--- config.mk ---
export PLATFORM = sky130hd
export DESIGN_NAME = px_vram_arbiter
export DESIGN_NICKNAME = d
export VERILOG_FILES = /design/src/rtl/px_vram_pkg.sv /design/src/rtl/px_vram_arbiter_fill.sv /design/src/rtl/px_vram_arbiter.sv
export SDC_FILE = /design/constraint.sdc
export NUM_CORES = 1
export LEC_CHECK = 0
export ABC_CLOCK_PERIOD_IN_PS = 2530
export CAP_MARGIN = 5
export CORE_ASPECT_RATIO = 2
export CORE_MARGIN = 4
export CORE_UTILIZATION = 45
export CTS_BUF_LIST = sky130_fd_sc_hd__clkbuf_16
export CTS_CLUSTER_SIZE = 40
export DETAILED_ROUTE_END_ITERATION = 6
export GPL_TIMING_DRIVEN = 0
export HOLD_SLACK_MARGIN = 0.1
export PLACE_DENSITY_LB_ADDON = 0.15
export SYNTH_ARGS = -nofsm -noshare
export SYNTH_HDL_FRONTEND = slang
export SYNTH_SLANG_ARGS = --single-unit
--- constraint.sdc ---
create_clock -name clk -period 2.53 [get_ports clk]
set_clock_uncertainty 0.1 [all_clocks]
set_input_delay 0.506 -clock clk [delete_from_list [all_inputs] [get_ports clk]]
set_output_delay 0.506 -clock clk [all_outputs]
set_load 0.005 [all_outputs]
--- src/rtl/px_vram_pkg.sv ---
// Shared defaults and FSM state encodings for the pixel VRAM arbiter slice.
package px_vram_pkg;

    localparam int unsigned PX_ADDR_W   = 17;
    localparam int unsigned PX_DATA_W   = 24;
    localparam int unsigned PX_FB_WORDS = 76800;

    typedef enum logic [1:0] {
        IDLE    = 2'd0,
        RD_WAIT = 2'd1,
        ACK     = 2'd2
    } cpu_state_e;

    typedef enum logic {
        F_IDLE = 1'b0,
        F_RUN  = 1'b1
    } fill_state_e;

endpackage

--- src/rtl/px_vram_arbiter_fill.sv ---
// Rectangle-free linear fill engine: writes a colour over a wrapping span of the
// framebuffer, one word per cycle whenever the arbiter reports the port is free.
module px_fill_engine
    import px_vram_pkg::*;
#(
    parameter int unsigned ADDR_W   = PX_ADDR_W,
    parameter int unsigned DATA_W   = PX_DATA_W,
    parameter int unsigned FB_WORDS = PX_FB_WORDS
) (
    input  logic              clk,
    input  logic              resetn,
    input  logic              start_i,
    input  logic [ADDR_W-1:0] base_i,
    input  logic [ADDR_W-1:0] len_i,
    input  logic [DATA_W-1:0] color_i,
    input  logic              slot_free_i,
    output logic              wr_req_o,
    output logic [ADDR_W-1:0] wr_addr_o,
    output logic [DATA_W-1:0] wr_data_o,
    output logic              busy_o,
    output logic              done_o
);

    localparam logic [ADDR_W-1:0] LAST_ADDR = ADDR_W'(FB_WORDS - 1);
    localparam logic [ADDR_W-1:0] MAX_LEN   = ADDR_W'(FB_WORDS);

    fill_state_e       state_q, state_d;
    logic [ADDR_W-1:0] addr_q, addr_d;
    logic [ADDR_W-1:0] cnt_q, cnt_d;
    logic [DATA_W-1:0] color_q, color_d;
    logic              done_q, done_d;

    logic [ADDR_W-1:0] len_clamped_c;
    logic [ADDR_W-1:0] addr_next_c;
    logic              accept_c;
    logic              fire_c;
    logic              last_c;

    assign len_clamped_c = (len_i > MAX_LEN) ? MAX_LEN : len_i;
    assign addr_next_c   = (addr_q == LAST_ADDR) ? '0 : addr_q + ADDR_W'(1);
    assign accept_c      = (state_q == F_IDLE) && start_i;
    assign fire_c        = wr_req_o && slot_free_i;
    assign last_c        = (cnt_q == ADDR_W'(1));

    // State register
    always_ff @(posedge clk) begin
        if (!resetn) begin
            state_q <= F_IDLE;
        end else begin
            state_q <= state_d;
        end
    end

    // Next-state: a zero-length command completes without entering F_RUN
    always_comb begin
        state_d = state_q;
        unique case (state_q)
            F_IDLE:  if (accept_c && (len_clamped_c != '0)) state_d = F_RUN;
            F_RUN:   if (fire_c && last_c) state_d = F_IDLE;
            default: state_d = F_IDLE;
        endcase
    end

    // Outputs decoded from state
    always_comb begin
        wr_req_o = 1'b0;
        busy_o   = 1'b0;
        unique case (state_q)
            F_RUN:   begin
                wr_req_o = 1'b1;
                busy_o   = 1'b1;
            end
            default: ;
        endcase
    end

    // Address / remaining-count / colour datapath
    always_comb begin
        addr_d  = addr_q;
        cnt_d   = cnt_q;
        color_d = color_q;
        done_d  = 1'b0;
        if (accept_c) begin
            addr_d  = base_i;
            cnt_d   = len_clamped_c;
            color_d = color_i;
            done_d  = (len_clamped_c == '0);
        end else if (fire_c) begin
            addr_d  = addr_next_c;
            cnt_d   = cnt_q - ADDR_W'(1);
            done_d  = last_c;
        end
    end

    always_ff @(posedge clk) begin
        if (!resetn) begin
            addr_q  <= '0;
            cnt_q   <= '0;
            color_q <= '0;
            done_q  <= 1'b0;
        end else begin
            addr_q  <= addr_d;
            cnt_q   <= cnt_d;
            color_q <= color_d;
            done_q  <= done_d;
        end
    end

    assign wr_addr_o = addr_q;
    assign wr_data_o = color_q;
    assign done_o    = done_q;

endmodule

--- src/rtl/px_vram_arbiter.sv ---
// Single-port pixel VRAM arbiter: display reads beat CPU accesses, which beat
// fill-engine writes; one VRAM access per cycle.
module px_vram_arbiter
    import px_vram_pkg::*;
#(
    parameter int unsigned ADDR_W   = PX_ADDR_W,
    parameter int unsigned DATA_W   = PX_DATA_W,
    parameter int unsigned FB_WORDS = PX_FB_WORDS
) (
    input  logic              clk,
    input  logic              resetn,
    input  logic              disp_req,
    input  logic [ADDR_W-1:0] disp_addr,
    output logic [DATA_W-1:0] disp_q,
    input  logic              cpu_req,
    input  logic              cpu_we,
    input  logic [ADDR_W-1:0] cpu_addr,
    input  logic [DATA_W-1:0] cpu_data,
    output logic [DATA_W-1:0] cpu_q,
    output logic              cpu_ack,
    input  logic              fill_start,
    input  logic [ADDR_W-1:0] fill_base,
    input  logic [ADDR_W-1:0] fill_len,
    input  logic [DATA_W-1:0] fill_color,
    output logic              fill_busy,
    output logic              fill_done,
    output logic [ADDR_W-1:0] vram_addr,
    output logic [DATA_W-1:0] vram_d,
    output logic              vram_we,
    input  logic [DATA_W-1:0] vram_q
);

    cpu_state_e        cpu_state_q, cpu_state_d;
    logic              cpu_grant_c;
    logic              cpu_capture_c;
    logic [DATA_W-1:0] cpu_q_q, cpu_q_d;

    logic              fill_req_c;
    logic [ADDR_W-1:0] fill_addr_c;
    logic [DATA_W-1:0] fill_data_c;
    logic              slot_free_c;
    logic              fill_grant_c;

    logic [ADDR_W-1:0] addr_hold_q;
    logic [DATA_W-1:0] d_hold_q;

    // Display data is the VRAM output one cycle after the address was presented
    assign disp_q = vram_q;

    // CPU state register
    always_ff @(posedge clk) begin
        if (!resetn) begin
            cpu_state_q <= IDLE;
        end else begin
            cpu_state_q <= cpu_state_d;
        end
    end

    // CPU next-state
    always_comb begin
        cpu_state_d = cpu_state_q;
        unique case (cpu_state_q)
            IDLE:    if (cpu_grant_c) cpu_state_d = cpu_we ? ACK : RD_WAIT;
            RD_WAIT: cpu_state_d = ACK;
            ACK:     cpu_state_d = IDLE;
            default: cpu_state_d = IDLE;
        endcase
    end

    // CPU outputs; grants are suppressed while reset is asserted so no write slips out
    always_comb begin
        cpu_grant_c   = 1'b0;
        cpu_capture_c = 1'b0;
        unique case (cpu_state_q)
            IDLE:    cpu_grant_c   = resetn && cpu_req && !disp_req;
            RD_WAIT: cpu_capture_c = 1'b1;
            default: ;
        endcase
    end

    assign cpu_ack = (cpu_state_q == ACK);
    assign cpu_q_d = cpu_capture_c ? vram_q : cpu_q_q;

    always_ff @(posedge clk) begin
        if (!resetn) begin
            cpu_q_q <= '0;
        end else begin
            cpu_q_q <= cpu_q_d;
        end
    end

    assign cpu_q = cpu_q_q;

    // Fill only gets slots nobody else wants
    assign slot_free_c  = resetn && !disp_req && !cpu_grant_c;
    assign fill_grant_c = fill_req_c && slot_free_c;

    px_fill_engine #(
        .ADDR_W   (ADDR_W),
        .DATA_W   (DATA_W),
        .FB_WORDS (FB_WORDS)
    ) u_fill (
        .clk         (clk),
        .resetn      (resetn),
        .start_i     (fill_start),
        .base_i      (fill_base),
        .len_i       (fill_len),
        .color_i     (fill_color),
        .slot_free_i (slot_free_c),
        .wr_req_o    (fill_req_c),
        .wr_addr_o   (fill_addr_c),
        .wr_data_o   (fill_data_c),
        .busy_o      (fill_busy),
        .done_o      (fill_done)
    );

    // VRAM port mux; idle cycles keep the previous address and data on the bus
    always_comb begin
        vram_addr = addr_hold_q;
        vram_d    = d_hold_q;
        vram_we   = 1'b0;
        if (disp_req) begin
            vram_addr = disp_addr;
        end else if (cpu_grant_c) begin
            vram_addr = cpu_addr;
            vram_d    = cpu_data;
            vram_we   = cpu_we;
        end else if (fill_grant_c) begin
            vram_addr = fill_addr_c;
            vram_d    = fill_data_c;
            vram_we   = 1'b1;
        end
    end

    always_ff @(posedge clk) begin
        if (!resetn) begin
            addr_hold_q <= '0;
            d_hold_q    <= '0;
        end else begin
            addr_hold_q <= vram_addr;
            d_hold_q    <= vram_d;
        end
    end

endmodule

==> qor_table.md <==
| Group | Metric | Reported |
|---|---|---|
| worst setup path | Launch point of the worst path | u_fill.state_q$_SDFF_PN0_ |
| grt | Aggregate global routing overflow | 0 |
| clock tree | Inserted Clock Buffers | 17 |
| worst setup path | CP Cell Sequence | nand3b_1 > buf_6 > buf_12 > mux2i_1 > a21oi_2 > dlygate4sd2_1 |
| power and ir drop | Combinational cell fraction of total power | 0.193 |
| routing | Count of nets left with antenna violations after detail routing | 0 |
| worst setup path | Arrival time reported for the critical path endpoint | 1900 ps |
| worst setup path | Slowest cell delay on critical path | 370 ps |
| worst setup path | Highest net fanout along the worst path | 10 |
| synth | Top cell types by occurrence after synthesis | 197 x sky130_fd_sc_hd__nand2_1, 127 x sky130_fd_sc_hd__dfxtp_1, 95 x sky130_fd_sc_hd__a21oi_1 |
| cells and area | Fraction of final layout cells sized beyond drive strength 1 | 0.164 |
| clock tree | Clock edge transition at the registers on the reported setup and hold paths | 60 ps |
| clock tree | Number of H-tree branching levels | 4 |
| synth | Yosys reg bits | 127 |
| routing | Average wire length per cell after detail routing | 17.8 um |
| power and ir drop | Cell internal power dissipation | 0.00433 W |
| timing | Final period util | 0.989 |
| synth | Cell with the most instances after synthesis | sky130_fd_sc_hd__nand2_1 |
| worst hold path | Type of the most critical hold path | register to register |
| timing | Accumulated negative setup slack | 0 ps |
| floorplan | Initial core utilization | 0.463 |
| routing | Total routed wirelength | 23,300 um |
| clock tree | Clock tree from TritonCTS | done |
| clock tree | Hold Buf Count CTS | 0 |
| routing | Mean number of vias per cell | 5.45 |
| synth | Top post-synthesis cells by area | sky130_fd_sc_hd__dfxtp_1 40%, sky130_fd_sc_hd__nand2_1 12%, sky130_fd_sc_hd__a21oi_1 7.6%, sky130_fd_sc_hd__o21ai_0 4.7%, sky130_fd_sc_hd__mux2i_1 4.0% |
| grt | Global-route wire length before repair | 36,200 um |
| clock tree | Clock latency on the worst-skew pair | 430 ps |
| floorplan | Die span in x | 91.6 um |
| clock tree | Buffer type at the clock tree root | sky130_fd_sc_hd__clkbuf_16 |
| worst setup path | Crit path launch type | register |
| floorplan | Total I/O pin count | 239 |
| routing | Number of iterations in the first detailed-routing pass | 5 |
| clock tree | Largest buffer count on any clock path | 2 |
| power and ir drop | Leakage power summed over all cells | 3.99 nW |
| worst setup path | Req. time, crit path | 1920 ps |
| timing | RSZ-0062 raised after global routing | yes |
| timing | Maximum clock rate | 400 MHz |
| routing | Number of vias in the routed layout | 7,113 |
| placed design | Routability Congestion | 0.945 |
| cells and area | Number of non-filler instances in the completed layout | 1,306 |
| placed design | Post-placement cell count | 1,259 |
| synth | Combined area of all synthesized cells | 6290 um^2 |
| synth | Number of flops mapped to enable cells by yosys | 0 |
| timing | Min setup slack post-route | 28.4 ps |
| timing | Post-layout min period | 2500 ps |
| synth | Post-synthesis sequential area ratio | 0.404 |
| timing | Final hold vios | 0 |
| power and ir drop | IR drop worst, VDD | 0.000556 V |
| floorplan | Standard-cell row count | 60 |
| run | Max_cap viols | 0 |
| placed design | Post-DP HPWL | 17,400 um |
| synth | Count of unique library cells instantiated by Yosys | 57 |
| worst setup path | Crit Path Class | register to primary output |
| synth | Synth Net Count | 984 |
| worst hold path | Min-Delay Startpoint | cpu_q[9]$_SDFFE_PN0P_ |
| timing | Relative slew slack | 0.559 |
| power and ir drop | Relative contribution of the clock network to total power | 0.436 |
| synth | Largest area contributor in the netlist | sky130_fd_sc_hd__dfxtp_1 |
| synth | Synth async-reset ratio | 0 |
| power and ir drop | Psw | 0.00169 W |
| cells and area | Fill cell total of the finished layout | 1,064 |
| worst setup path | Beginning of the worst register-to-register path | u_fill.wr_addr_o[0]$_SDFFE_PN0P_ |
| grt | Global-route usage over all layers | 0.284 |
| power and ir drop | Fraction of power spent switching nets | 0.281 |
| status | Run status | finished clean |
| synth | Mean cell area of the mapped netlist | 7.53 um^2 |
| grt | Pin count of the biggest net entering global routing | 18 |
| synth | Area fraction of the dominant cell type after synthesis | 0.404 |
| synth | Instance count of the mapped netlist | 835 |
| floorplan | Area of the die | 16,000 um^2 |
| timing | Number of slew-limit violations in the final report | 0 |
| placed design | IO buf count | 238 |
| routing | Starting DRT DRC Count | 248 |
| clock tree | Total clock sinks | 127 |
| timing | Setup-failing EPs final | 0 |
| cells and area | P&R area growth vs syn | 57.3% |
| worst setup path | Endpoint type of the worst setup path | primary output |
| power and ir drop | Part of the power in registers | 0.372 |
| floorplan | Height of the chip | 175 um |
| synth | Warnings, synthesis | 0 |
| power and ir drop | Power density over the cells | 608 nW/um^2 |
| placed design | Post-Place Worst Slack | -1340 ps |
| routing | # DRC | 0 |
| cells and area | Final nets | 1,255 |
| floorplan | Floorplan Core Area | 13,600 um^2 |
| grt | Number of global-route vias before repair | 7,298 |
| worst setup path | Critical-path top delay cell | sky130_fd_sc_hd__dfxtp_4 |
| synth | Most common flop cell mapped by yosys | sky130_fd_sc_hd__dfxtp_1 |
| grt | Initial antenna violation count | 1 |
| timing | Actual slew at the worst max-slew pin | 662 ps |
critical path: cells and delay by family, from the launching register on:
family                 cells  cell delay, ps
multiplexers               1             260
AND/OR/NAND/NOR            1             110
AO/OA/AOI/OAI              1              90
buffers and inverters      3             630
flip-flops                 1             370
layout make-up:
class                           instances  area (um^2)  area share
Antenna cell                            1         2.50    0.000253
Buffer                                 78          544      0.0550
Clock buffer                           17          425      0.0430
Clock inverter                         15          198      0.0200
Inverter                                6         22.5     0.00228
Multi-Input combinational cell        623         3540       0.358
Sequential cell                       127         2550       0.258
Tap cell                              186          233      0.0235
Timing Repair Buffer                  253         2370       0.240
worst paths after layout:
check             cells after the start                          endpoint  slack, ps
hold reg to reg                       2             cpu_q[9]$_SDFFE_PN0P_        350
hold / removal                        2             cpu_q[9]$_SDFFE_PN0P_        350
setup reg to reg                      6  u_fill.wr_addr_o[9]$_SDFFE_PN0P_        150
setup / recovery                      6                        vram_d[13]         30
state kept, by name, indices dropped and copies added (netlist names):
register,cells
addr_hold_q,17
cpu_q,24
cpu_state_q,2
d_hold_q,24
u_fill.cnt_q,17
u_fill.done_o,1
u_fill.state_q,1
u_fill.wr_addr_o,17
u_fill.wr_data_o,24
per-stage QoR:
stage,cell area (um^2),hold slack [ps],total power (W),util
floorplan,6290,336,0.00276,-
global placement,8900,340,0.00336,0.655
detailed placement,8900,346,0.00338,0.655
CTS,9800,354,0.00598,0.721
global route,9890,371,0.00622,0.728
finish,9890,351,0.00601,0.728
cells in the final DEF, fill, tap and decap left out, types with 15 or more instances in the layout:
cell / count
sky130_fd_sc_hd__nand2_1: 197
sky130_fd_sc_hd__clkdlybuf4s50_1: 193
sky130_fd_sc_hd__dfxtp_1: 124
sky130_fd_sc_hd__a21oi_1: 77
sky130_fd_sc_hd__o21ai_0: 43
sky130_fd_sc_hd__buf_4: 37
sky130_fd_sc_hd__o21ai_1: 35
sky130_fd_sc_hd__nor2_1: 31
sky130_fd_sc_hd__clkbuf_1: 27
sky130_fd_sc_hd__and2_1: 26
sky130_fd_sc_hd__nand3_1: 25
sky130_fd_sc_hd__buf_2: 25
sky130_fd_sc_hd__mux2i_1: 20
sky130_fd_sc_hd__clkbuf_16: 18
sky130_fd_sc_hd__nor3_1: 15
routing by layer:
metal  track usage  up-vias  wire length (um)
met1         0.264     3291              7790
li1              -     3424                 -
met2         0.543      320             12800
met4         0.162        0              1040
met3        0.0732       78              1610
met5             0        -                 0
kinds of logic (layout without fill, tap and decap cells):
logic type      Yosys count  after routing  share of synthesized area
other cells               0              1                          0
fa+ha+maj                 3              3                    0.00597
flops                   127            127                      0.404
xor+xnor                 11             11                     0.0153
compound gates          208            208                      0.182
simple gates            375            375                      0.284
buf+inv                  85            369                     0.0674
mux                      26             26                     0.0416
power groups by stage:
stage,clock network (W),registers (W),logic [W]
after floorplan,0,0.00224,0.000512
after global placement,0,0.00227,0.00109
after detailed placement,0,0.00227,0.00110
after CTS,0.00262,0.00223,0.00113
after global routing,0.00271,0.00225,0.00126
final,0.00262,0.00224,0.00116
what timing repair did:
item	4_1_cts	5_1_grt
setup buffers	9	5
setup endpoints to repair	61	59
gates cloned	0	1
pin swaps	3	8
resized for setup	198	63
(Power assumes the default switching activity.)
